## config.mk

```make
export PLATFORM = sky130hd
export DESIGN_NAME = decode_stage_ctrl
export DESIGN_NICKNAME = d
export VERILOG_FILES = /design/src/rtl/decode_pkg.sv /design/src/rtl/decode_stage_ctrl_imm_gen.sv /design/src/rtl/decode_stage_ctrl.sv
export SDC_FILE = /design/constraint.sdc
export NUM_CORES = 1
export LEC_CHECK = 0
export CAP_MARGIN = 25
export CORE_ASPECT_RATIO = 0.75
export CORE_UTILIZATION = 50
export DETAILED_ROUTE_END_ITERATION = 7
export PLACE_DENSITY_LB_ADDON = 0.15
export SETUP_SLACK_MARGIN = 0.1
export SYNTH_ARGS = -nofsm -noshare
export SYNTH_HDL_FRONTEND = slang
export SYNTH_SLANG_ARGS = --single-unit
```

## constraint.sdc

```tcl
create_clock -name clk -period 5.8 [get_ports clk]
set_input_delay 0.58 -clock clk [delete_from_list [all_inputs] [get_ports clk]]
set_output_delay 0.58 -clock clk [all_outputs]
set_load 0.05 [all_outputs]
```

## src/rtl/decode_pkg.sv

```systemverilog
// Shared opcode, format and state encodings for the RV32I decode stage.
package decode_pkg;

  localparam int unsigned XLEN_W = 32;

  localparam logic [6:0] OP       = 7'b0110011;
  localparam logic [6:0] OP_IMM   = 7'b0010011;
  localparam logic [6:0] LOAD     = 7'b0000011;
  localparam logic [6:0] STORE    = 7'b0100011;
  localparam logic [6:0] BRANCH   = 7'b1100011;
  localparam logic [6:0] JAL      = 7'b1101111;
  localparam logic [6:0] JALR     = 7'b1100111;
  localparam logic [6:0] LUI      = 7'b0110111;
  localparam logic [6:0] AUIPC    = 7'b0010111;
  localparam logic [6:0] SYSTEM   = 7'b1110011;
  localparam logic [6:0] MISC_MEM = 7'b0001111;

  localparam logic [2:0] FMT_R    = 3'd0;
  localparam logic [2:0] FMT_I    = 3'd1;
  localparam logic [2:0] FMT_S    = 3'd2;
  localparam logic [2:0] FMT_B    = 3'd3;
  localparam logic [2:0] FMT_U    = 3'd4;
  localparam logic [2:0] FMT_J    = 3'd5;
  localparam logic [2:0] FMT_NONE = 3'd7;

  typedef enum logic [1:0] {
    StEmpty = 2'd0,
    StFull  = 2'd1,
    StSkid  = 2'd2,
    StHalt  = 2'd3
  } state_e;

  typedef struct packed {
    logic [XLEN_W-1:0] instr;
    logic [XLEN_W-1:0] pc;
    logic [2:0]        fmt;
    logic [XLEN_W-1:0] imm;
  } beat_t;

endpackage

```

## src/rtl/decode_stage_ctrl_imm_gen.sv

```systemverilog
// Immediate generator: builds the sign-extended immediate for a given instruction format.
module decode_stage_ctrl_imm_gen
  import decode_pkg::*;
(
  input  logic [31:7] instr_i,
  input  logic [2:0]  fmt_i,
  output logic [31:0] imm_o
);

  always_comb begin
    imm_o = '0;
    case (fmt_i)
      FMT_I: imm_o = {{20{instr_i[31]}}, instr_i[31:20]};
      FMT_S: imm_o = {{20{instr_i[31]}}, instr_i[31:25], instr_i[11:7]};
      FMT_B: imm_o = {{19{instr_i[31]}}, instr_i[31], instr_i[7], instr_i[30:25],
                      instr_i[11:8], 1'b0};
      FMT_U: imm_o = {instr_i[31:12], 12'b0};
      FMT_J: imm_o = {{11{instr_i[31]}}, instr_i[31], instr_i[19:12], instr_i[20],
                      instr_i[30:21], 1'b0};
      default: imm_o = '0;
    endcase
  end

endmodule

```

## src/rtl/decode_stage_ctrl.sv

```systemverilog
// Registered decode stage with 2-entry skid buffer and flush.
// Optional illegal-opcode trap/halt enabled by defining DECODE_ILLEGAL_TRAP_EN.
module decode_stage_ctrl
  import decode_pkg::*;
#(
  parameter int unsigned     XLEN         = 32,
  parameter logic [XLEN-1:0] RESET_PC_TAG = 32'h0000_0000
) (
  input  logic            clk,
  input  logic            rst_n,
  input  logic            flush,
  input  logic            in_valid,
  output logic            in_ready,
  input  logic [XLEN-1:0] in_instr,
  input  logic [XLEN-1:0] in_pc,
  output logic            out_valid,
  input  logic            out_ready,
  output logic [XLEN-1:0] out_instr,
  output logic [XLEN-1:0] out_pc,
  output logic [2:0]      out_fmt,
  output logic [XLEN-1:0] out_imm,
  output logic            out_illegal
);

`ifdef DECODE_ILLEGAL_TRAP_EN
  localparam bit TrapEn = 1'b1;
`else
  localparam bit TrapEn = 1'b0;
`endif

  state_e      state_q, state_d;
  logic        in_ready_q, in_ready_d;
  beat_t       m_q, m_d;
  beat_t       k_q, k_d;
  logic [2:0]  in_fmt;
  logic [31:0] in_imm;
  beat_t       in_beat;
  logic        in_xfer, out_xfer;
  logic        m_traps;

  always_comb begin
    in_fmt = FMT_NONE;
    case (in_instr[6:0])
      OP:                                      in_fmt = FMT_R;
      OP_IMM, LOAD, JALR, SYSTEM, MISC_MEM:    in_fmt = FMT_I;
      STORE:                                   in_fmt = FMT_S;
      BRANCH:                                  in_fmt = FMT_B;
      LUI, AUIPC:                              in_fmt = FMT_U;
      JAL:                                     in_fmt = FMT_J;
      default:                                 in_fmt = FMT_NONE;
    endcase
  end

  decode_stage_ctrl_imm_gen u_imm_gen (
    .instr_i (in_instr[31:7]),
    .fmt_i   (in_fmt),
    .imm_o   (in_imm)
  );

  assign in_beat  = '{instr: in_instr, pc: in_pc, fmt: in_fmt, imm: in_imm};
  assign in_xfer  = in_valid & in_ready_q;
  assign out_xfer = out_valid & out_ready;
  assign m_traps  = TrapEn & (m_q.fmt == FMT_NONE);

  always_comb begin
    state_d = state_q;
    m_d     = m_q;
    k_d     = k_q;
    case (state_q)
      StEmpty: begin
        if (in_xfer) begin
          m_d     = in_beat;
          state_d = StFull;
        end
      end
      StFull: begin
        if (in_xfer && out_xfer) begin
          m_d = in_beat;
        end else if (out_xfer) begin
          state_d = m_traps ? StHalt : StEmpty;
        end else if (in_xfer) begin
          k_d     = in_beat;
          state_d = StSkid;
        end
      end
      StSkid: begin
        if (out_xfer) begin
          m_d     = k_q;
          state_d = StFull;
        end
      end
      StHalt:  state_d = StHalt;
      default: state_d = StEmpty;
    endcase
    if (flush) begin
      state_d = StEmpty;
    end
    // An illegal beat in M closes the input so nothing queues behind the trap.
    in_ready_d = (state_d == StEmpty) ||
                 ((state_d == StFull) && !(TrapEn && (m_d.fmt == FMT_NONE)));
  end

  always_ff @(posedge clk) begin
    if (!rst_n) begin
      state_q    <= StEmpty;
      in_ready_q <= 1'b1;
      m_q        <= '0;
      k_q        <= '0;
    end else begin
      state_q    <= state_d;
      in_ready_q <= in_ready_d;
      m_q        <= m_d;
      k_q        <= k_d;
    end
  end

  assign in_ready    = in_ready_q;
  assign out_valid   = (state_q == StFull) || (state_q == StSkid);
  assign out_instr   = out_valid ? m_q.instr : '0;
  assign out_pc      = out_valid ? m_q.pc : RESET_PC_TAG;
  assign out_fmt     = out_valid ? m_q.fmt : FMT_NONE;
  assign out_imm     = out_valid ? m_q.imm : '0;
  assign out_illegal = out_valid & m_traps;

endmodule

```

* Yosys cells after proc, flatten, opt, wreduce, memory -nomap -nowiden
Cells that the tools add are included.
** Storage, ports and cells
- Input port bits :: 69
- Flip-flop bits (word level) :: 201
- Output and inout port bits :: 102
** Operators by class
- Reductions and logical operators :: 10
- Multiplexer cells :: 17
- Bitwise gates (word level) :: 4
- Equal/unequal tests :: 23
** Operators with widths (number)
- two-way mux 99 bit :: 3
- one-hot mux 99 bit (3 select lines) :: 1
- one-hot mux 32 bit (5 select lines) :: 1
- two-way mux 32 bit :: 3
- equality test 7 bit, second input constant :: 4
- equality test 7 x 6 -> 1 bit, second input constant :: 3
- one-hot mux 3 bit (6 select lines) :: 1
- equality test 7 x 5 -> 1 bit, second input constant :: 2
- two-way mux 2 bit :: 6
- one-hot mux 2 bit (4 select lines) :: 1
- AND reduction 4 bit :: 2
- equality test 7 x 2 -> 1 bit, second input constant :: 1
- equality test 7 x 4 -> 1 bit, second input constant :: 1
- equality test 3 x 2 -> 1 bit, second input constant :: 2
- equality test 3 bit, second input constant :: 2
- inequality test 2 bit, second input constant :: 3
- OR reduction 5 bit :: 1
- equality test 2 x 1 -> 1 bit, second input constant :: 2
- equality test 2 bit, second input constant :: 2
- logical NOT 2 bit :: 2
- equality test 3 x 1 -> 1 bit, second input constant :: 1
- two-way mux 3 bit :: 1
- nonzero test 3 bit :: 1
- AND 1 bit :: 2
- other kinds (4) :: 6

* Logic depth before layout (Yosys ltp)
Gate-level depths: netlist of run 1.
- Depth after elaboration :: 9
- Gate-level depth with buffers :: 9
- Gate-level depth less buffers :: 7

* Hierarchy
From an unflattened synthesis of run 1, not the netlist that was laid out.
** Unflattened totals
- Cells, all modules :: 1099
- Area, all modules :: 9604.2 sq um
** By module, submodules not included
- decode_stage_ctrl :: sequential area each 4023.9 sq um, times used 1, cells an instance 1033, area each 9213.8 sq um
- decode_stage_ctrl_imm_gen :: sequential area each 0.0 sq um, times used 1, cells an instance 66, area each 390.4 sq um

* Worst setup path before layout of run 1
Ideal clock, no wire load.
- Path type :: register -> output
- Start :: reg state_q[1]
- End :: out out_imm[21]
- Arrival time :: 2195 ps
- Required time :: 5220 ps
- Stages on the path, launching flop included :: 7
- Buffers on the path :: 3
- Path slack :: 3025 ps
- Path through :: dfxtp_1 -> inv_1 -> ha_1 -> buf_2 -> clkbuf_1 -> clkbuf_1 -> and2_1
** Between the ends
- Word-level cells in the longest chain between the ends :: 3
- Elaborated cells between the ends (all ways) :: 4
** Ends and longest elaborated chain
- from (decl) :: RTL line decode_stage_ctrl.sv:31 : state_e state_q, state_d;
- from (signal assigned) :: RTL line decode_stage_ctrl.sv:105 : state_q <= StEmpty;
- from (signal assigned) :: RTL line decode_stage_ctrl.sv:110 : state_q <= state_d;
- equality test 2 x 1 -> 1 bit or equality test 2 bit (tied branches) :: RTL line decode_stage_ctrl.sv:118 : assign out_valid = (state_q == StFull) || (state_q == StSkid);
- logical OR 1 bit * :: RTL line decode_stage_ctrl.sv:118
- named net out_valid :: RTL line decode_stage_ctrl.sv:16 : output logic out_valid,
- two-way mux 32 bit * :: RTL line decode_stage_ctrl.sv:122 : assign out_imm = out_valid ? m_q.imm : '0;
- to (decl) :: RTL line decode_stage_ctrl.sv:21 : output logic [XLEN-1:0] out_imm,
The timed path passes the listed nets; every way through them passes the cells marked *.

* Final worst setup path of run 1
- Start :: reg state_q[1]
- End :: out out_imm[11]
** Between the ends
- Word-level cells in the longest chain between the ends :: 3
- Elaborated cells between the ends (all ways) :: 4
** Ends and longest elaborated chain (RTL line)
- equality test 2 x 1 -> 1 bit or equality test 2 bit (tied branches) :: decode_stage_ctrl.sv:118
- logical OR 1 bit * :: decode_stage_ctrl.sv:118
- two-way mux 32 bit * :: decode_stage_ctrl.sv:122
Every way passes the cells marked *; elsewhere a longest branch is shown, timed or not.

==> results of run 1 <==
==> metal layers <==
metal	track usage [%]	wire, µm	vias to the layer above
met4	7.031	450	0
met5	0	0	-
met1	36.20	11870	3781
met3	4.010	1469	34
li1	-	-	4062
met2	37.58	10380	261
==> power breakdown <==
part,leakage [nW],switching (mW),internal [mW]
clock,0.338,0.547,0.757
sequential,1.64,0.0306,1.45
combinational,2.01,0.267,0.158
==> synthesized netlist by cell type, drive strengths merged (4+ instances only) <==
cell	instances
a21boi	9
nand3	14
and3	8
o2bb2ai	6
dfxtp	201
nor3	6
o31ai	9
a221oi	17
a211oi	67
o21ba	5
inv	17
and2	97
nand2	163
nand3b	5
ha	4
a21oi	126
a311oi	13
mux2i	64
a22oi	7
o21ai	33
a22o	4
nand2b	5
buf	44
clkbuf	58
nor2	87
a31oi	4
==> worst max-delay path by stage <==
| stage | start | slack (ns) | to | cells past startpoint |
|---|---|---|---|---|
| final | state_q[1] | 2.05 | out_imm[11] | 4 |
| after detailed placement | state_q[1] | 2.05 | k_q[10] | 8 |
| after global placement | state_q[1] | 2.20 | k_q[7] | 8 |
| after CTS | state_q[1] | 2.04 | k_q[5] | 8 |
| after global routing | state_q[1] | 1.75 | k_q[8] | 8 |
| after floorplan | state_q[1] | 3.02 | out_imm[21] | 6 |
==> state kept, by name, summed over array words and instances (netlist names) <==
register and count:
m_q 99, k_q 99, in_ready 1, state_q 2
==> worst max-delay path, stage by stage, from the launching register on <==
cell and delay (ns):
dfxtp_1 0.48, inv_1 0.15, ha_4 0.82, and2_1 0.28, clkdlybuf4s50_1 0.81
==> kinds of logic (layout without fill, tap and decap cells) <==
family	count (synthesis)	count (layout)
compound gates	314	314
mux	65	65
simple gates	399	399
buf+inv	119	235
xor+xnor	2	2
other cells	1	1
fa+ha+maj	5	5
flops	201	201
==> per-stage QoR <==
stage | cells | hold WS (ns) | power (mW) | area [µm²]
2_1_floorplan | 1106 | 0.4268 | 1.786 | 9293
3_3_place_gp | 1424 | 0.4356 | 1.926 | 10960
3_5_place_dp | 1424 | 0.4401 | 1.935 | 10960
4_1_cts | 1461 | 0.4487 | 3.231 | 11630
5_1_grt | 1464 | 0.4677 | 3.335 | 11670
6_report | 1464 | 0.4450 | 3.212 | 11670
==> layout make-up <==
cell class              instances  area (µm²)
clock buffers                  31       633.1
clock inverters                 6       36.28
repair buffers                181        1795
flip-flops and latches        201        4024
fillers                      1572        6252
multi-input cells             786        4807
well taps                     242       302.8
inverters                      17       68.82
==> flow_metrics.tcl, run 1 <==
set metrics [dict create \
    synth.yosys.seq_area_share_pct 43.30 \
    antenna_violating_nets_post_route 0 \
    hold_depth 2 \
    fin_worst_skew_ns 0.008126 \
    maxSlewHeadroom_pct 30.75 \
    static_leakage_nw 3.992 \
    preCtsSetupSlack_ns 2.053 \
    synth_enable_flop_cells 0 \
    synth_xor_area_share_pct 0.1885 \
    drt_drc_violations_left 0 \
    total_wire_length_um 24180 \
    vias 8138 \
    finalWeightedCongestion 0.8411 \
    routed_wire_length_per_instance_um 16.51 \
    hpwl_um 15200 \
    synth_largest_type_area_fraction_pct 43.30 \
    cells_taking_the_most_area_after_synthesis "dfxtp_1, mux2i_1, a21oi_1, nand2_1, and2_1" \
    ff_to_ff_start "state_q[1]" \
    tritoncts "built" \
    die_height_um 120.1 \
    postCtsSetupBuffers 0 \
    post_synth_mux_area_share_pct 7.015 \
    worst-slew-pin-transition_ns 1.039 \
    layout_worst_path_cycle_share_pct 64.65 \
    crit_fanout 102 \
    drt_pre_antenna_iters 5 \
    final_layout_size_suffix_gt1_share_pct 6.219 \
    top_cell_type_by_total_area_after_synthesis "dfxtp_1" \
    critPathArrivalTime_ns 3.17 \
    cts_root_buffer "clkbuf_16" \
    postCtsHoldBufs 0 \
    crit_required_ns 5.22 \
    commonest_non_fill_non_tap_cells_in_the_layout "dfxtp_1, clkdlybuf4s50_1, nand2_1, a21oi_1, and2_1" \
    cts.sinks 201 \
    design.core.area_mm2 0.01792 \
    async_reset_ff_share_pct 0 \
    mappedNetlistArea_mm2 0.009293 \
    io_pins 171 \
    number_of_cells_upsized_or_downsized_after_cts 0 \
    synth_fp_nets 1179 \
    share_of_the_synthesized_area_in_compound_gates_ao_oa_aoi_oai_pct 23.01 \
    clkLatencyLatePin_ns 0.48 \
    critical_path.reg2reg.endpoint "k_q[5]" \
    hold_violations_final 0 \
    final_common_cell "dfxtp_1" \
    cts_buffers 21 \
    grt_overflow_total 0 \
    timing.fmax_mhz 266.7 \
    synth_top_family_by_area "compound AO/OA/AOI/OAI gates" \
    grt_first_pass_wirelength_um 38790 \
    finalSetupTns_ns 0 \
    cellPowerDensity_mw_per_mm2 275.3 \
    fin_ws_ns 2.050 \
    final_core_utilization_pct 65.11 \
    ys.warnings.count 0 \
    fin_nets 1281 \
    whs_endpoint "m_q[32]" \
    grt_pass1_vias 7370 \
    clk_pin_slew_worst_paths_ns 0.06 \
    dieArea_mm2 0.01914 \
    postSynthAreaPerCell_um2 8.402 \
    synthDistinctLibCells 62 \
    ir_drop_mv 0.1660 \
    finalCriticalPeriod_ns 3.750 \
    leading_register_cell_type_out_of_synthesis "dfxtp_1" \
    initialDrtViolationCount 710 \
    rsz_0062_raised_after_global_routing "false" \
    placement.io_buffers 169 \
    status "complete, no violations" \
    drt-vias-per-instance 5.559 \
    final_setup_violation_count 0 \
    grt_max_degree 103 \
    holdCritStartpoint "m_q[32]" \
    globalRouteTotalUtil_pct 24.80 \
    reg2reg_slack_ns 2.09 \
    startpoint_class_of_the_critical_path "flip-flop" \
    synth-adder-area-share_pct 0.6463 \
    layout-area-overhead-vs-synth_pct 25.55 \
    netlist_instances 1106 \
    die_width_um 159.4 \
    max_cap_violations 0 \
    slew_violations 0 \
    antenna_cells 0 \
    ys_ff_latch 201 \
    timing.setup.critical_path_class "reg2out" \
    clock_tree.htree_level_count 1 \
    post_synth_and_or_nand_nor_area_fraction_pct 20.30 \
    cts.path.max_buffers 3 \
    start_util_pct 51.86 \
    worst_r2r_path_depth 8 \
    holdCritPathClass "reg2reg" \
    fp-row-count 42 \
    number_of_antenna_violations_at_the_first_check_in_global_routing 0 \
    cp-end-kind "primary output" \
]
Power figures use the tool's default switching activity.
==> run 2: changes to the inputs <==
--- a/config.mk
+++ b/config.mk
@@ -7,7 +7,7 @@
 export LEC_CHECK = 0
 export CAP_MARGIN = 25
 export CORE_ASPECT_RATIO = 0.75
-export CORE_UTILIZATION = 50
+export CORE_UTILIZATION = 48
 export DETAILED_ROUTE_END_ITERATION = 7
 export PLACE_DENSITY_LB_ADDON = 0.15
 export SETUP_SLACK_MARGIN = 0.1
==> constraint.sdc (replaced) <==
create_clock -name clk -period 3.36 [get_ports clk]
set_input_delay 0.336 -clock clk [delete_from_list [all_inputs] [get_ports clk]]
set_output_delay 0.336 -clock clk [all_outputs]
set_load 0.05 [all_outputs]
==> run 2 against run 1 <==
  * Worst setup slack lost 1.8 ns
  * First-iteration DRC count shrank 13%
  * Clock skew shrank 0.00065 ns
  * Critical path depth is the same
  * Combinational power grew 78%
  * Global-route usage shrank 0.35 points
  * Flip-flop and latch count is the same
  * Utilization shrank 0.86 points
  * Sequential power grew 74%
  * Critical endpoint is now out_valid
  * Largest cell class unchanged
  * Highest routed layer unchanged
==> flow_metrics.tcl, run 2 (synthesis gave the netlist of run 1 again) <==
set metrics [dict create \
    rsz_0062_raised_after_global_routing "false" \
    static_leakage_nw 5.538 \
    postCtsSetupBuffers 0 \
    final_common_cell "dfxtp_1" \
    final-instance-count-excl-fill 1477 \
    vias 8222 \
    layout-area-overhead-vs-synth_pct 29.46 \
    finalCriticalPeriod_ns 3.090 \
    timing.setup.critical_path_class "reg2out" \
    final_core_utilization_pct 64.25 \
    detailroute.wirelength.met3_um 1419 \
    cts_root_buffer "clkbuf_16" \
    drt_drc_violations_left 0 \
    grt_max_degree 147 \
    cellPowerDensity_mw_per_mm2 468.5 \
    critical_path.reg2reg.endpoint "m_q[49]" \
    maxSlewHeadroom_pct 45.79 \
    grt_pass1_vias 7319 \
    grt_overflow_total 0 \
    m1WireLength_um 12180 \
    fin_worst_skew_ns 0.007477 \
    hpwl_um 15710 \
    die_height_um 122.5 \
    ff_to_ff_start "state_q[1]" \
    tritoncts "built" \
    cts.path.max_buffers 3 \
    globalRouteTotalUtil_pct 24.45 \
    max_cap_violations 0 \
    postCtsHoldBufs 0 \
    place_inst 1440 \
    fp-row-count 43 \
    number_of_antenna_violations_at_the_first_check_in_global_routing 0 \
    biggestRegsByFlops "k_q: 99 flops, m_q: 99 flops, state_q: 2 flops" \
    fin_nets 1289 \
    antenna_violating_nets_post_route 0 \
    power_frac_seq_pct 45.5 \
    total_wire_length_um 24610 \
    antenna_cells 0 \
    routed_wire_length_per_instance_um 16.66 \
    timing.fmax_mhz 323.6 \
    start_util_pct 49.63 \
    dieArea_mm2 0.01993 \
    placement.io_buffers 169 \
    io_pins 171 \
    final.fill_count 1597 \
    finalWeightedCongestion 0.8513 \
    cp-end-kind "primary output" \
    p_int_mw 4.179 \
    power.switching_mw 1.458 \
    whs_endpoint "k_q[47]" \
    cts.sinks 201 \
    die_width_um 162.7 \
    power.share.switching_pct 25.86 \
    cts_buffers 21 \
    routed-wl-met2_um 10740 \
    hold_violations_final 0 \
    drt-vias-per-instance 5.567 \
    comb_power_share_pct 13.4 \
    status "complete, no violations" \
    crit_fanout 64 \
    reg2reg_slack_ns 0.68 \
    ir_drop_mv 0.3347 \
    final_setup_violation_count 0 \
    holdCritStartpoint "in_pc[12]" \
    initialDrtViolationCount 616 \
    layout_worst_path_cycle_share_pct 91.96 \
    commonest_non_fill_non_tap_cells_in_the_layout "dfxtp_1, nand2_1, a21oi_1, and2_1, nor2_1" \
    crit_required_ns 3.02 \
    clock_tree.htree_level_count 1 \
    final_layout_size_suffix_gt1_share_pct 7.967 \
    worst-slew-pin-transition_ns 0.8112 \
    slew_violations 0 \
    design.core.area_mm2 0.01872 \
    drt_pre_antenna_iters 5 \
    clkLatencyLatePin_ns 0.49 \
    critPathArrivalTime_ns 2.75 \
    clk_pin_slew_worst_paths_ns 0.06 \
    startpoint_class_of_the_critical_path "flip-flop" \
    worst_r2r_path_depth 7 \
    finalSetupTns_ns 0 \
    hold_depth 3 \
    holdCritPathClass "in2reg" \
    grt_first_pass_wirelength_um 39110 \
    clock_power_share_pct 41.1 \
    top_signal_layer_used "met4" \
    number_of_cells_upsized_or_downsized_after_cts 0 \
]
[run 2: how the worst max path moves through the flow]
| stage | endpoint | from | slack, ns |
|---|---|---|---|
| after floorplan | out_imm[21] | state_q[1] | 0.83 |
| after global placement | out_pc[30] | state_q[1] | 0.69 |
| after detailed placement | out_imm[13] | state_q[1] | 0.66 |
| after CTS | out_pc[30] | state_q[1] | 0.13 |
| after global routing | out_fmt[1] | state_q[1] | 0.13 |
| final | out_valid | state_q[1] | 0.27 |
[run 2: per-layer routing]
metal / global-route usage [%] / up-vias
met3: 3.785 / 25
met4: 4.614 / 0
met2: 37.10 / 257
li1: - / 4085
met1: 36.57 / 3855
met5: 0 / -
[run 2: final cells by class]
type | instances | area [µm²] | area share (%)
multi-input cells | 786 | 4797 | 39.88
flip-flops and latches | 201 | 4024 | 33.45
repair buffers | 189 | 2140 | 17.78
clock buffers | 31 | 633.1 | 5.263
well taps | 247 | 309.0 | 2.569
inverters | 17 | 68.82 | 0.5720
clock inverters | 6 | 58.81 | 0.4888
[run 2: critical path: stages (launching register included)]
cell	delay, ns
dfxtp_1	0.45
inv_1	0.10
ha_2	0.56
buf_12	0.29
clkdlybuf4s50_1	0.85
[run 2: per-stage QoR]
| stage | hold WS, ns | power (mW) | instance area [µm²] | setup WS (ns) |
|---|---|---|---|---|
| 4_1_cts | 0.4048 | 5.670 | 11840 | 0.1254 |
| 3_3_place_gp | 0.4402 | 3.359 | 11140 | 0.6861 |
| 5_1_grt | 0.4196 | 5.855 | 12030 | 0.1290 |
| 3_5_place_dp | 0.4461 | 3.371 | 11140 | 0.6555 |
| 6_report | 0.4171 | 5.636 | 12030 | 0.2701 |
| 2_1_floorplan | 0.4121 | 3.083 | 9293 | 0.8287 |
[run 2: power groups by stage]
stage | sequential, mW | combinational [mW] | clock, mW
3_3_place_gp | 2.62 | 0.742 | 0
4_1_cts | 2.57 | 0.755 | 2.35
6_report | 2.57 | 0.755 | 2.32
3_5_place_dp | 2.62 | 0.752 | 0
2_1_floorplan | 2.60 | 0.486 | 0
5_1_grt | 2.58 | 0.824 | 2.45
==> run 3: changes to the inputs <==
--- a/config.mk
+++ b/config.mk
@@ -8,6 +8,7 @@
 export CAP_MARGIN = 25
 export CORE_ASPECT_RATIO = 0.75
 export CORE_UTILIZATION = 48
+export CTS_CLUSTER_SIZE = 8
 export DETAILED_ROUTE_END_ITERATION = 7
 export PLACE_DENSITY_LB_ADDON = 0.15
 export SETUP_SLACK_MARGIN = 0.1
==> run 3 against run 2 <==
  * Critical endpoint is now out_pc[30]
  * Total power is 3.5% higher
  * Cell area is 0.19% higher
  * First-iteration DRC count is 4.2% higher
  * Worst setup slack better by 0.069 ns
  * Combinational power hardly changed
  * Clock-buffer cell count is 1 lower
  * Fmax is 2.3% higher
  * Sequential power hardly changed
==> flow_metrics.tcl, run 3 (synthesis gave the netlist of run 1 again) <==
set metrics [dict create \
    status "complete, no violations" \
    finalSetupTns_ns 0 \
    power.share.switching_pct 25.96 \
    crit_path_top_delay_cell "ha_2" \
    grt_max_degree 147 \
    postCtsSetupBuffers 0 \
    drt_drc_violations_left 0 \
    max_cap_violations 0 \
    grt_first_pass_wirelength_um 39430 \
    clock_tree.htree_level_count 1 \
    cts_root_buffer "clkbuf_16" \
    wp_buf_inv 3 \
    number_of_cells_upsized_or_downsized_after_cts 13 \
    postCtsHoldBufs 0 \
    timing.hold.ws_ns 0.3728 \
    critPathArrivalTime_ns 2.68 \
    power_frac_seq_pct 44.1 \
    total_wire_length_um 24770 \
    comb_power_share_pct 12.9 \
    grt_pass1_vias 7427 \
    die_width_um 162.7 \
    p_int_mw 4.320 \
    tritoncts "built" \
    drt_pre_antenna_iters 7 \
    initialDrtViolationCount 642 \
    critical_path.reg2reg.endpoint "m_q[39]" \
    ir_drop_mv 0.3192 \
    cts.sinks 201 \
    io_pins 171 \
    finalWeightedCongestion 0.8513 \
    fp-row-count 43 \
    final.fill_count 1594 \
    start_util_pct 49.63 \
    hold_depth 3 \
    final_setup_violation_count 0 \
    die_height_um 122.5 \
    clock_power_share_pct 43.0 \
    clk_pin_slew_worst_paths_ns 0.05 \
    slew_violations 0 \
    layout_worst_path_cycle_share_pct 89.89 \
    drt-vias-per-instance 5.580 \
    worst_r2r_path_depth 7 \
    clkLatencyLatePin_ns 0.54 \
    worst_path_dominant_cell_family "buffers and inverters" \
    timing.setup.critical_path_class "reg2out" \
    design.core.area_mm2 0.01872 \
    dieArea_mm2 0.01993 \
    static_leakage_nw 5.404 \
    antenna_cells 0 \
    rsz_0062_raised_after_global_routing "false" \
    cellPowerDensity_mw_per_mm2 484.1 \
    placement.io_buffers 169 \
    holdCritPathClass "in2reg" \
    ff_to_ff_start "state_q[1]" \
    startpoint_class_of_the_critical_path "flip-flop" \
    final_common_cell "dfxtp_1" \
    crit_fanout 64 \
    fin_nets 1297 \
    antenna_violating_nets_post_route 0 \
    final_layout_size_suffix_gt1_share_pct 7.755 \
    commonest_non_fill_non_tap_cells_in_the_layout "dfxtp_1, nand2_1, a21oi_1, and2_1, nor2_1" \
    layout-area-overhead-vs-synth_pct 29.70 \
    worst_path_max_stage_delay_ns 0.56 \
    maxSlewHeadroom_pct 46.42 \
    reg2reg_slack_ns 0.65 \
    timing.fmax_mhz 331.1 \
    whs_endpoint "k_q[63]" \
    power.switching_mw 1.515 \
    vias 8214 \
    hpwl_um 15710 \
    grt_overflow_total 0 \
    hold_violations_final 0 \
    biggestRegsByFlops "k_q: 99 flops, m_q: 99 flops, state_q: 2 flops" \
    fin_worst_skew_ns 0.009560 \
    finalCriticalPeriod_ns 3.020 \
    routed_wire_length_per_instance_um 16.83 \
    cts_buffers 29 \
    cp-end-kind "primary output" \
    holdCritStartpoint "in_pc[28]" \
    cts.path.max_buffers 3 \
    crit_required_ns 3.02 \
    worst-slew-pin-transition_ns 0.8018 \
    globalRouteTotalUtil_pct 24.69 \
    number_of_antenna_violations_at_the_first_check_in_global_routing 0 \
    cp_cell_sequence "inv_1, ha_2, buf_12, and2_1, dlygate4sd2_1" \
]
[run 3: through the flow]
step / instances / total power [mW] / utilization, % / instance area, µm² / setup slack [ns]
finish: 1472 / 5.835 / 64.37 / 12050 / 0.3396
global route: 1472 / 6.056 / 64.37 / 12050 / 0.2084
global placement: 1440 / 3.359 / 59.52 / 11140 / 0.6861
CTS: 1472 / 5.878 / 63.48 / 11890 / 0.1008
detailed placement: 1440 / 3.371 / 59.52 / 11140 / 0.6555
floorplan: 1106 / 3.083 / - / 9293 / 0.8287
[run 3: final cells by class]
class | instances | area (µm²) | area share [%]
Tap cell | 247 | 309.0 | 2.564
Multi-Input combinational cell | 786 | 4797 | 39.80
Inverter | 17 | 68.82 | 0.5710
Clock inverter | 2 | 28.78 | 0.2388
Timing Repair Buffer | 189 | 2096 | 17.39
Sequential cell | 201 | 4024 | 33.39
Clock buffer | 30 | 729.5 | 6.052
[run 3: how the worst max path moves through the flow]
stage | start | endpoint | cells after the start
2_1_floorplan | state_q[1] | out_imm[21] | 6
3_3_place_gp | state_q[1] | out_pc[30] | 5
3_5_place_dp | state_q[1] | out_imm[13] | 5
4_1_cts | state_q[1] | out_instr[31] | 5
5_1_grt | state_q[1] | out_pc[1] | 5
6_report | state_q[1] | out_pc[30] | 5
[run 3: power by group through the flow]
stage	combinational, mW	clock, mW	sequential [mW]
global placement	0.742	0	2.62
finish	0.752	2.51	2.57
detailed placement	0.752	0	2.62
CTS	0.753	2.55	2.57
global route	0.821	2.65	2.58
floorplan	0.486	0	2.60
[run 3: metal layers]
layer  vias to the layer above  global-route usage [%]  part of all wire [%]
li1                       4097                       -                     -
met1                      3848                   36.61                    49
met2                       234                   37.47                    44
met3                        35                   3.751                   5.7
met4                         0                   5.666                   1.6
met5                         -                       0                     0
[run 3: worst register-to-register path: cells and delay by family, from the launching register on]
kind            cells  cell delay (ns)
fa+ha+maj           1             0.56
simple gates        2             0.67
compound gates      2             0.50
flops               1             0.44
buf+inv             2             0.43
